File: src/rtl/piso_shift_register_if.sv
// Load handshake and serial output bundle for piso_shift_register.
// The block drives the slave modport; a word source or bench uses the master modport.
interface piso_shift_register_if #(
   parameter int DEPTH = 4
) ();
   logic             load_valid;
   logic             load_ready;
   logic [DEPTH-1:0] load_data;
   logic             Q;
   logic             Q_valid;
   logic             last;
   logic             busy;

   modport master (
      output load_valid,
      output load_data,
      input  load_ready,
      input  Q,
      input  Q_valid,
      input  last,
      input  busy
   );

   modport slave (
      input  load_valid,
      input  load_data,
      output load_ready,
      output Q,
      output Q_valid,
      output last,
      output busy
   );
endinterface

File: src/rtl/piso_shift_register.sv
// Parallel-in serial-out shifter with valid/ready load and back-to-back frames.
// Define PISO_PARITY_EN to append an even-parity bit after each data word.
//
// state  | meaning
// IDLE   | no frame in flight, ready for a word
// SHIFT  | driving data bits, cnt_q = index of the bit currently on Q
// PARITY | driving the parity bit (only with PISO_PARITY_EN)
module piso_shift_register #(
   parameter int DEPTH     = 4,
   parameter bit LSB_FIRST = 1'b0
) (
   input  logic           clk,
   input  logic           rst_n,
   piso_shift_register_if.slave bus
);
   localparam int CW = (DEPTH > 1) ? $clog2(DEPTH) : 1;
   localparam logic [CW-1:0] CNT_LAST = CW'(DEPTH - 1);

`ifdef PISO_PARITY_EN
   typedef enum logic [1:0] {IDLE, SHIFT, PARITY} state_t;
`else
   typedef enum logic [1:0] {IDLE, SHIFT} state_t;
`endif

   state_t           state_q, state_d;
   logic [DEPTH-1:0] sreg_q, sreg_d;
   logic [CW-1:0]    cnt_q, cnt_d;
   logic             q_q, q_d;
   logic             q_valid_q, q_valid_d;
   logic             last_q, last_d;
   logic             busy_q, busy_d;
`ifdef PISO_PARITY_EN
   logic             par_q, par_d;
`endif

   logic             load_ready;
   logic             accept;
   logic             do_load;
   logic [DEPTH-1:0] src;
   logic [DEPTH-1:0] src_shift;
   logic             src_bit;

`ifdef PISO_PARITY_EN
   assign load_ready = (state_q == IDLE) || (state_q == PARITY);
`else
   assign load_ready = (state_q == IDLE) || ((state_q == SHIFT) && (cnt_q == CNT_LAST));
`endif
   assign accept = bus.load_valid && load_ready;

   // The first bit of a freshly accepted word goes straight to Q, so the
   // register only ever holds the bits still to be sent.
   always_comb begin
      src = accept ? bus.load_data : sreg_q;
      if (LSB_FIRST) begin
         src_bit   = src[0];
         src_shift = src >> 1;
      end else begin
         src_bit   = src[DEPTH-1];
         src_shift = src << 1;
      end
   end

   always_comb begin
      state_d   = state_q;
      sreg_d    = sreg_q;
      cnt_d     = cnt_q;
      q_d       = 1'b0;
      q_valid_d = 1'b0;
      last_d    = 1'b0;
      busy_d    = 1'b0;
      do_load   = 1'b0;
`ifdef PISO_PARITY_EN
      par_d     = par_q;
`endif
      case (state_q)
         IDLE: begin
            if (accept) do_load = 1'b1;
         end
         SHIFT: begin
            if (cnt_q != CNT_LAST) begin
               sreg_d    = src_shift;
               q_d       = src_bit;
               cnt_d     = cnt_q + CW'(1);
               q_valid_d = 1'b1;
               busy_d    = 1'b1;
`ifdef PISO_PARITY_EN
               last_d    = 1'b0;
`else
               last_d    = (cnt_d == CNT_LAST);
`endif
            end else begin
`ifdef PISO_PARITY_EN
               state_d   = PARITY;
               q_d       = par_q;
               q_valid_d = 1'b1;
               last_d    = 1'b1;
               busy_d    = 1'b1;
`else
               if (accept) do_load = 1'b1;
               else state_d = IDLE;
`endif
            end
         end
`ifdef PISO_PARITY_EN
         PARITY: begin
            if (accept) do_load = 1'b1;
            else state_d = IDLE;
         end
`endif
         default: state_d = IDLE;
      endcase

      if (do_load) begin
         state_d   = SHIFT;
         sreg_d    = src_shift;
         q_d       = src_bit;
         cnt_d     = '0;
         q_valid_d = 1'b1;
         busy_d    = 1'b1;
         last_d    = 1'b0;
`ifdef PISO_PARITY_EN
         par_d     = ^bus.load_data;
`endif
      end
   end

   always_ff @(posedge clk or negedge rst_n) begin
      if (!rst_n) begin
         state_q   <= IDLE;
         sreg_q    <= '0;
         cnt_q     <= '0;
         q_q       <= 1'b0;
         q_valid_q <= 1'b0;
         last_q    <= 1'b0;
         busy_q    <= 1'b0;
`ifdef PISO_PARITY_EN
         par_q     <= 1'b0;
`endif
      end else begin
         state_q   <= state_d;
         sreg_q    <= sreg_d;
         cnt_q     <= cnt_d;
         q_q       <= q_d;
         q_valid_q <= q_valid_d;
         last_q    <= last_d;
         busy_q    <= busy_d;
`ifdef PISO_PARITY_EN
         par_q     <= par_d;
`endif
      end
   end

   assign bus.load_ready = load_ready;
   assign bus.Q          = q_q;
   assign bus.Q_valid    = q_valid_q;
   assign bus.last       = last_q;
   assign bus.busy       = busy_q;
endmodule

File: src/flat_wrapper.sv
// flat-port wrapper written by rule: the top's interface ports become plain ports
module piso_shift_register_flat 
#(
   parameter int DEPTH     = 4,
   parameter bit LSB_FIRST = 1'b0
)
  (clk, rst_n, bus_load_valid, bus_load_data, bus_load_ready, bus_Q, bus_Q_valid, bus_last, bus_busy);
  piso_shift_register_if #(.DEPTH(DEPTH)) bus_i ();
  input  logic clk;
  input  logic rst_n;
  input wire logic [$bits(bus_i.load_valid)-1:0] bus_load_valid;
  input wire logic [$bits(bus_i.load_data)-1:0] bus_load_data;
  output wire logic [$bits(bus_i.load_ready)-1:0] bus_load_ready;
  output wire logic [$bits(bus_i.Q)-1:0] bus_Q;
  output wire logic [$bits(bus_i.Q_valid)-1:0] bus_Q_valid;
  output wire logic [$bits(bus_i.last)-1:0] bus_last;
  output wire logic [$bits(bus_i.busy)-1:0] bus_busy;
  assign bus_i.load_valid = bus_load_valid;
  assign bus_i.load_data = bus_load_data;
  assign bus_load_ready = bus_i.load_ready;
  assign bus_Q = bus_i.Q;
  assign bus_Q_valid = bus_i.Q_valid;
  assign bus_last = bus_i.last;
  assign bus_busy = bus_i.busy;
  piso_shift_register #(.DEPTH(DEPTH), .LSB_FIRST(LSB_FIRST)) u_core (.clk(clk), .rst_n(rst_n), .bus(bus_i));
endmodule
File: config.mk
export PLATFORM = sky130hd
export DESIGN_NAME = piso_shift_register_flat
export DESIGN_NICKNAME = d
export VERILOG_FILES = /design/src/rtl/piso_shift_register_if.sv /design/src/rtl/piso_shift_register.sv /design/src/flat_wrapper.sv
export SDC_FILE = /design/constraint.sdc
export NUM_CORES = 1
export LEC_CHECK = 0
export CAP_MARGIN = 20
export CORE_MARGIN = 2
export CORE_UTILIZATION = 25
export CTS_CLUSTER_DIAMETER = 200
export DETAILED_ROUTE_END_ITERATION = 16
export HOLD_SLACK_MARGIN = 0.03
export PLACE_DENSITY_LB_ADDON = 0.25
export SLEW_MARGIN = 20
export SYNTH_ARGS = -nofsm -noshare
export SYNTH_HDL_FRONTEND = slang
export SYNTH_SLANG_ARGS = --single-unit
File: constraint.sdc
create_clock -name clk -period 1.6 [get_ports clk]
set_input_delay 0.24 -clock clk [delete_from_list [all_inputs] [get_ports clk]]
set_output_delay 0.24 -clock clk [all_outputs]
set_load 0.005 [all_outputs]
Yosys cells after proc, flatten, opt, wreduce, memory -nomap -nowiden
Index checks and enable logic that the tools add are counted.
{ "word_totals": {"regBits": 11, "wordCells": 45, "in_bits": 7} }
{ "classes": {"n_reduce_logical": 8, "addsub": 1, "muxes": 23, "eq_ne": 7} }
{ "op_table": {"columns": ["operator", "n"], "rows": [
  ["4-bit two-way mux", 4],
  ["2-bit two-way mux", 6],
  ["1-bit two-way mux", 11],
  ["2-bit equality test (second input constant)", 2],
  ["2-bit case mux with 2 select lines", 1],
  ["2-bit nonzero test", 2],
  ["3-bit by 2-bit inequality test with 1-bit output (second input constant)", 1],
  ["3-bit inequality test (second input constant)", 1],
  ["3-bit AND reduction", 1],
  ["2-bit by 1-bit adder with 2-bit output (second input constant)", 1],
  ["2-bit by 1-bit equality test with 1-bit output (second input constant)", 1],
  ["1-bit logical AND", 2],
  ["2-bit zero test", 1],
  ["2-bit by 1-bit inequality test with 1-bit output (second input constant)", 1],
  ["2-bit inequality test (second input constant)", 1],
  ["1-bit case mux with 2 select lines", 1],
  ["2-bit AND reduction", 1],
  ["1-bit logical OR", 1]
]} }

Logic depth before layout (Yosys ltp)
{ "depth": {"word_depth": 9, "depth_mapped": 4, "mapped_depth_nobuf": 4} }

Worst setup path before layout
OpenSTA, ideal clock, no wires.
{ "synth_timing": {"kind": "flip-flop to flip-flop", "startpoint": "register u_core.cnt_q[0]", "endpoint": "register u_core.sreg_q[2]", "period_less_slack_ps": 1331, "path_slack_ps": 269, "arrival_time_ps": 1206, "path_buffers": 1, "setup_time_ps": 125, "path_stages_with_launch": 5, "path_cell_list": "dfrtp_1 > ha_1 > nand2b_1 > buf_2 > mux2_4"} }
{ "synth_via": {"elab_chain_len": 9, "elab_cells_between_ends": 15, "classes_between": "2 x eq/ne; 7 x mux; 6 x reduce/logical"} }
{ "synth_rtl": {"columns": ["item", "line", "text"], "rows": [
  ["start: declaration", "piso_shift_register.sv:27", "logic [CW-1:0] cnt_q, cnt_d;"],
  ["start signal: assignment", "piso_shift_register.sv:142", "cnt_q <= cnt_d;"],
  ["2-bit equality test (*)", "piso_shift_register.sv:46", "assign load_ready = (state_q == IDLE) || ((state_q == SHIFT) && (cnt_q == CNT_LAST));"],
  ["1-bit logical AND (*)", "piso_shift_register.sv:46", null],
  ["1-bit logical OR (*)", "piso_shift_register.sv:46", null],
  ["net bus_load_ready", "flat_wrapper.sv:13", "output wire logic [$bits(bus_i.load_ready)-1:0] bus_load_ready;"],
  ["1-bit logical AND (*)", "piso_shift_register.sv:48", "assign accept = bus.load_valid && load_ready;"],
  ["1-bit two-way mux", "piso_shift_register.sv:77, piso_shift_register.sv:99", null],
  ["1-bit two-way mux", "piso_shift_register.sv:80", "if (cnt_q != CNT_LAST) begin"],
  ["1-bit case mux with 2 select lines", "piso_shift_register.sv:75", "case (state_q)"],
  ["2-bit nonzero test (no line)", null, null],
  ["2-bit AND reduction (no line)", null, null],
  ["end signal: assignment", "piso_shift_register.sv:141", "sreg_q <= sreg_d;"],
  ["end: declaration", "piso_shift_register.sv:26", "logic [DEPTH-1:0] sreg_q, sreg_d;"]
]} }
The timed path passes the listed nets; every way through them passes the cells marked *. The select of a mux whose other input is x is not followed.
A chain may end at the register's enable or synchronous reset.

Worst setup path in the final report
{ "layout_timing": {"startpoint": "register u_core.cnt_q[0]", "endpoint": "output bus_load_ready"} }
{ "layout_via": {"elab_chain_len": 3} }
{ "layout_rtl": {"columns": ["item", "line"], "rows": [
  ["2-bit equality test", "piso_shift_register.sv:46"],
  ["1-bit logical AND", "piso_shift_register.sv:46"],
  ["1-bit logical OR", "piso_shift_register.sv:46"],
  ["end: declaration", "flat_wrapper.sv:13"]
]} }
No other way between the ends.

==> results.sh <==
export IMPL_grt_max_degree=10
export IMPL_p_leak_nw=0.2848
export IMPL_synthesis_nets=42
export IMPL_critPathCaptureType="primary output"
export IMPL_worst_slew_margin_rel_pct=70.86
export IMPL_slowest_stage="dfrtp_1"
export IMPL_pin_count=12
export IMPL_track_usage_pct=9.863
export IMPL_ctsHoldBuffers=0
export IMPL_tightest_slew_ns=0.4357
export IMPL_drtIter0Drc=5
export IMPL_fp_row_count=15
export IMPL_max_vdd_ir_drop_uv=516.4
export IMPL_vias_per_cell=4.455
export IMPL_layout_commonest_cell="clkdlybuf4s50_1"
export IMPL_drc_errors=0
export IMPL_worstSetupStartpointType="register"
export IMPL_rsz0062_at_grt="false"
export IMPL_yosysWarningCount=0
export IMPL_ant_nets=0
export IMPL_seq_area_frac_synth_pct=50.85
export IMPL_drive_above_1_share_pct=32.65
export IMPL_path_clk_slew_ns=0.07
export IMPL_grt_pass1_wl_um=1338
export IMPL_diodes=0
export IMPL_cp_arrival_ns=1.30
export IMPL_clk_latency_ns=0.26
export IMPL_fin_skew_ns=0.003349
export IMPL_cp_max_fo=2
export IMPL_outcome="finished clean"
export IMPL_drv_slew=0
export IMPL_synthesis_area_um2=442.9
export IMPL_clk_path_buf_depth=2
export IMPL_clock_sinks=9
export IMPL_antenna_found_initial=0
export IMPL_cts_buffers=3
export IMPL_dp_slack_ns=0.06180
export IMPL_slowest_delay_ns=0.39
export IMPL_syn_inst=33
export IMPL_grt_overflow=0
export IMPL_die_x_um=46.09
export IMPL_crit_type="reg2out"
export IMPL_wl_um=880
export IMPL_wire_per_inst_um=13.33
export IMPL_period_share_pct=96.17
export IMPL_hold_violations=0
export IMPL_nNetsFinal=59
export IMPL_crit_family="flip-flops"
export IMPL_fin_crit_ns=1.539
export IMPL_n_fill_cell=177
export IMPL_core_mm2=0.001689
export IMPL_setup_tns_ns=0
export IMPL_hp_class="in2async"
export IMPL_layout_common_cells="clkdlybuf4s50_1 (10), dfrtp_1 (9), nand2b_2 (4), mux2_4 (4), buf_4 (4)"
export IMPL_cts_root_buf="clkbuf_4"
export IMPL_max_cap_viol_count=0
export IMPL_setup_slack_ns=0.06126
export IMPL_yosysUniqueCellTypes=14
export IMPL_globalplace_congestion=0.7141
export IMPL_start_util_pct=26.22
export IMPL_vias=294
export IMPL_port_buffers=11
export IMPL_setup_violations_final=0
export IMPL_crit_buf_inv=1
export IMPL_hpwl_um=640.4
export IMPL_powerDensity_mw_per_mm2=1726
export IMPL_required_ns=1.36
export IMPL_die_area_mm2=0.002124
export IMPL_path_cells="ha_1 -> nand2b_1 -> dlygate4sd2_1"
export IMPL_grt_pass1_vias=286
export IMPL_area_growth_syn_to_layout_pct=36.72
export IMPL_cts_tree="yes"
export IMPL_drtPass1Iterations=2
export IMPL_ys_ff_latch=9
export IMPL_synth_avg_cell_area_um2=13.42
export IMPL_htreeDepth=1
export IMPL_max_freq_mhz=649.9
export IMPL_die_height_um=46.09
cell usage after synthesis:
cell | instances | area share [%]
nand2b_1 | 1 | 1.4
mux2_2 | 1 | 2.5
a21oi_1 | 1 | 1.1
and2_1 | 1 | 1.4
inv_1 | 2 | 1.7
dfrtp_1 | 9 | 51
buf_4 | 1 | 1.7
nand2_1 | 2 | 1.7
nand2b_2 | 4 | 7.9
mux2_4 | 4 | 14
buf_2 | 1 | 1.1
ha_1 | 2 | 5.6
mux2i_1 | 3 | 6.8
buf_6 | 1 | 2.5
cells by family (layout without fill, tap and decap cells):
| family | Yosys count | in the layout | share of synthesized area, % |
|---|---|---|---|
| flops | 9 | 9 | 50.85 |
| mux | 8 | 8 | 22.88 |
| simple gates | 8 | 8 | 12.43 |
| buf+inv | 5 | 21 | 7.062 |
| fa+ha+maj | 2 | 2 | 5.649 |
| compound gates | 1 | 1 | 1.129 |
metrics by stage:
stage	util (%)	power (mW)	cell area (um^2)	hold WS (ns)	cells
after floorplan	-	0.6509	442.9	-0.05559	33
after global placement	33.48	0.8134	565.5	0.4875	60
after detailed placement	33.48	0.8400	565.5	0.5034	60
after CTS	35.85	1.052	605.6	0.2856	66
after global routing	35.85	1.113	605.6	0.3095	66
final	35.85	1.045	605.6	0.2829	66
sequential cells by signal (all words and copies together), names as in the netlist:
register            count
u_core.bus.Q            1
u_core.sreg_q           3
u_core.bus.last         1
u_core.state_q          1
u_core.cnt_q            2
u_core.bus.Q_valid      1
routing by layer:
metal  global-route usage (%)  routed length (um)
met1                    11.89                 387
met2                    14.44                 442
met3                    2.353                  50
met4                    8.571                   0
met5                        0                   0
path summary, 6_finish.rpt:
kind / startpoint / end / slack, ns / depth (start not counted)
hold reg to reg: u_core.state_q[0]$_DFFE_PN0P_ / u_core.bus.last$_DFF_PN0_ / 0.51 / 2
min in group clk: u_core.state_q[0]$_DFFE_PN0P_ / u_core.bus.last$_DFF_PN0_ / 0.51 / 2
setup reg to reg: u_core.cnt_q[0]$_DFFE_PN0P_ / u_core.sreg_q[3]$_DFFE_PN0P_ / 0.22 / 4
setup / recovery: u_core.cnt_q[0]$_DFFE_PN0P_ / bus_load_ready / 0.06 / 3
hold / removal: rst_n / u_core.sreg_q[1]$_DFFE_PN0P_ / 0.28 / 1
max in group asynchronous: rst_n / u_core.cnt_q[1]$_DFFE_PN0P_ / 1.02 / 1
final cells by class:
class	count	area, um^2	area share (%)
sequential	9	225.2	37.19
multi-input combinational	19	186.4	30.79
timing repair buffer	15	138.9	22.93
clock buffer	4	26.28	4.339
tap	17	21.27	3.512
inverter	2	7.507	1.240
power breakdown:
part           switching (mW)  internal, mW  total (mW)
clock network          0.0852        0.0964       0.182
logic                   0.195         0.299       0.493
registers              0.0470         0.323       0.370
what timing repair did:
action | 4_1_cts | 5_1_grt
gates resized for setup | 1 | 0
endpoints found under the setup margin | 1 | 0
endpoints found under the hold margin | 0 | 0
setup buffers | 2 | 0
Power figures use the tool's default switching activity.
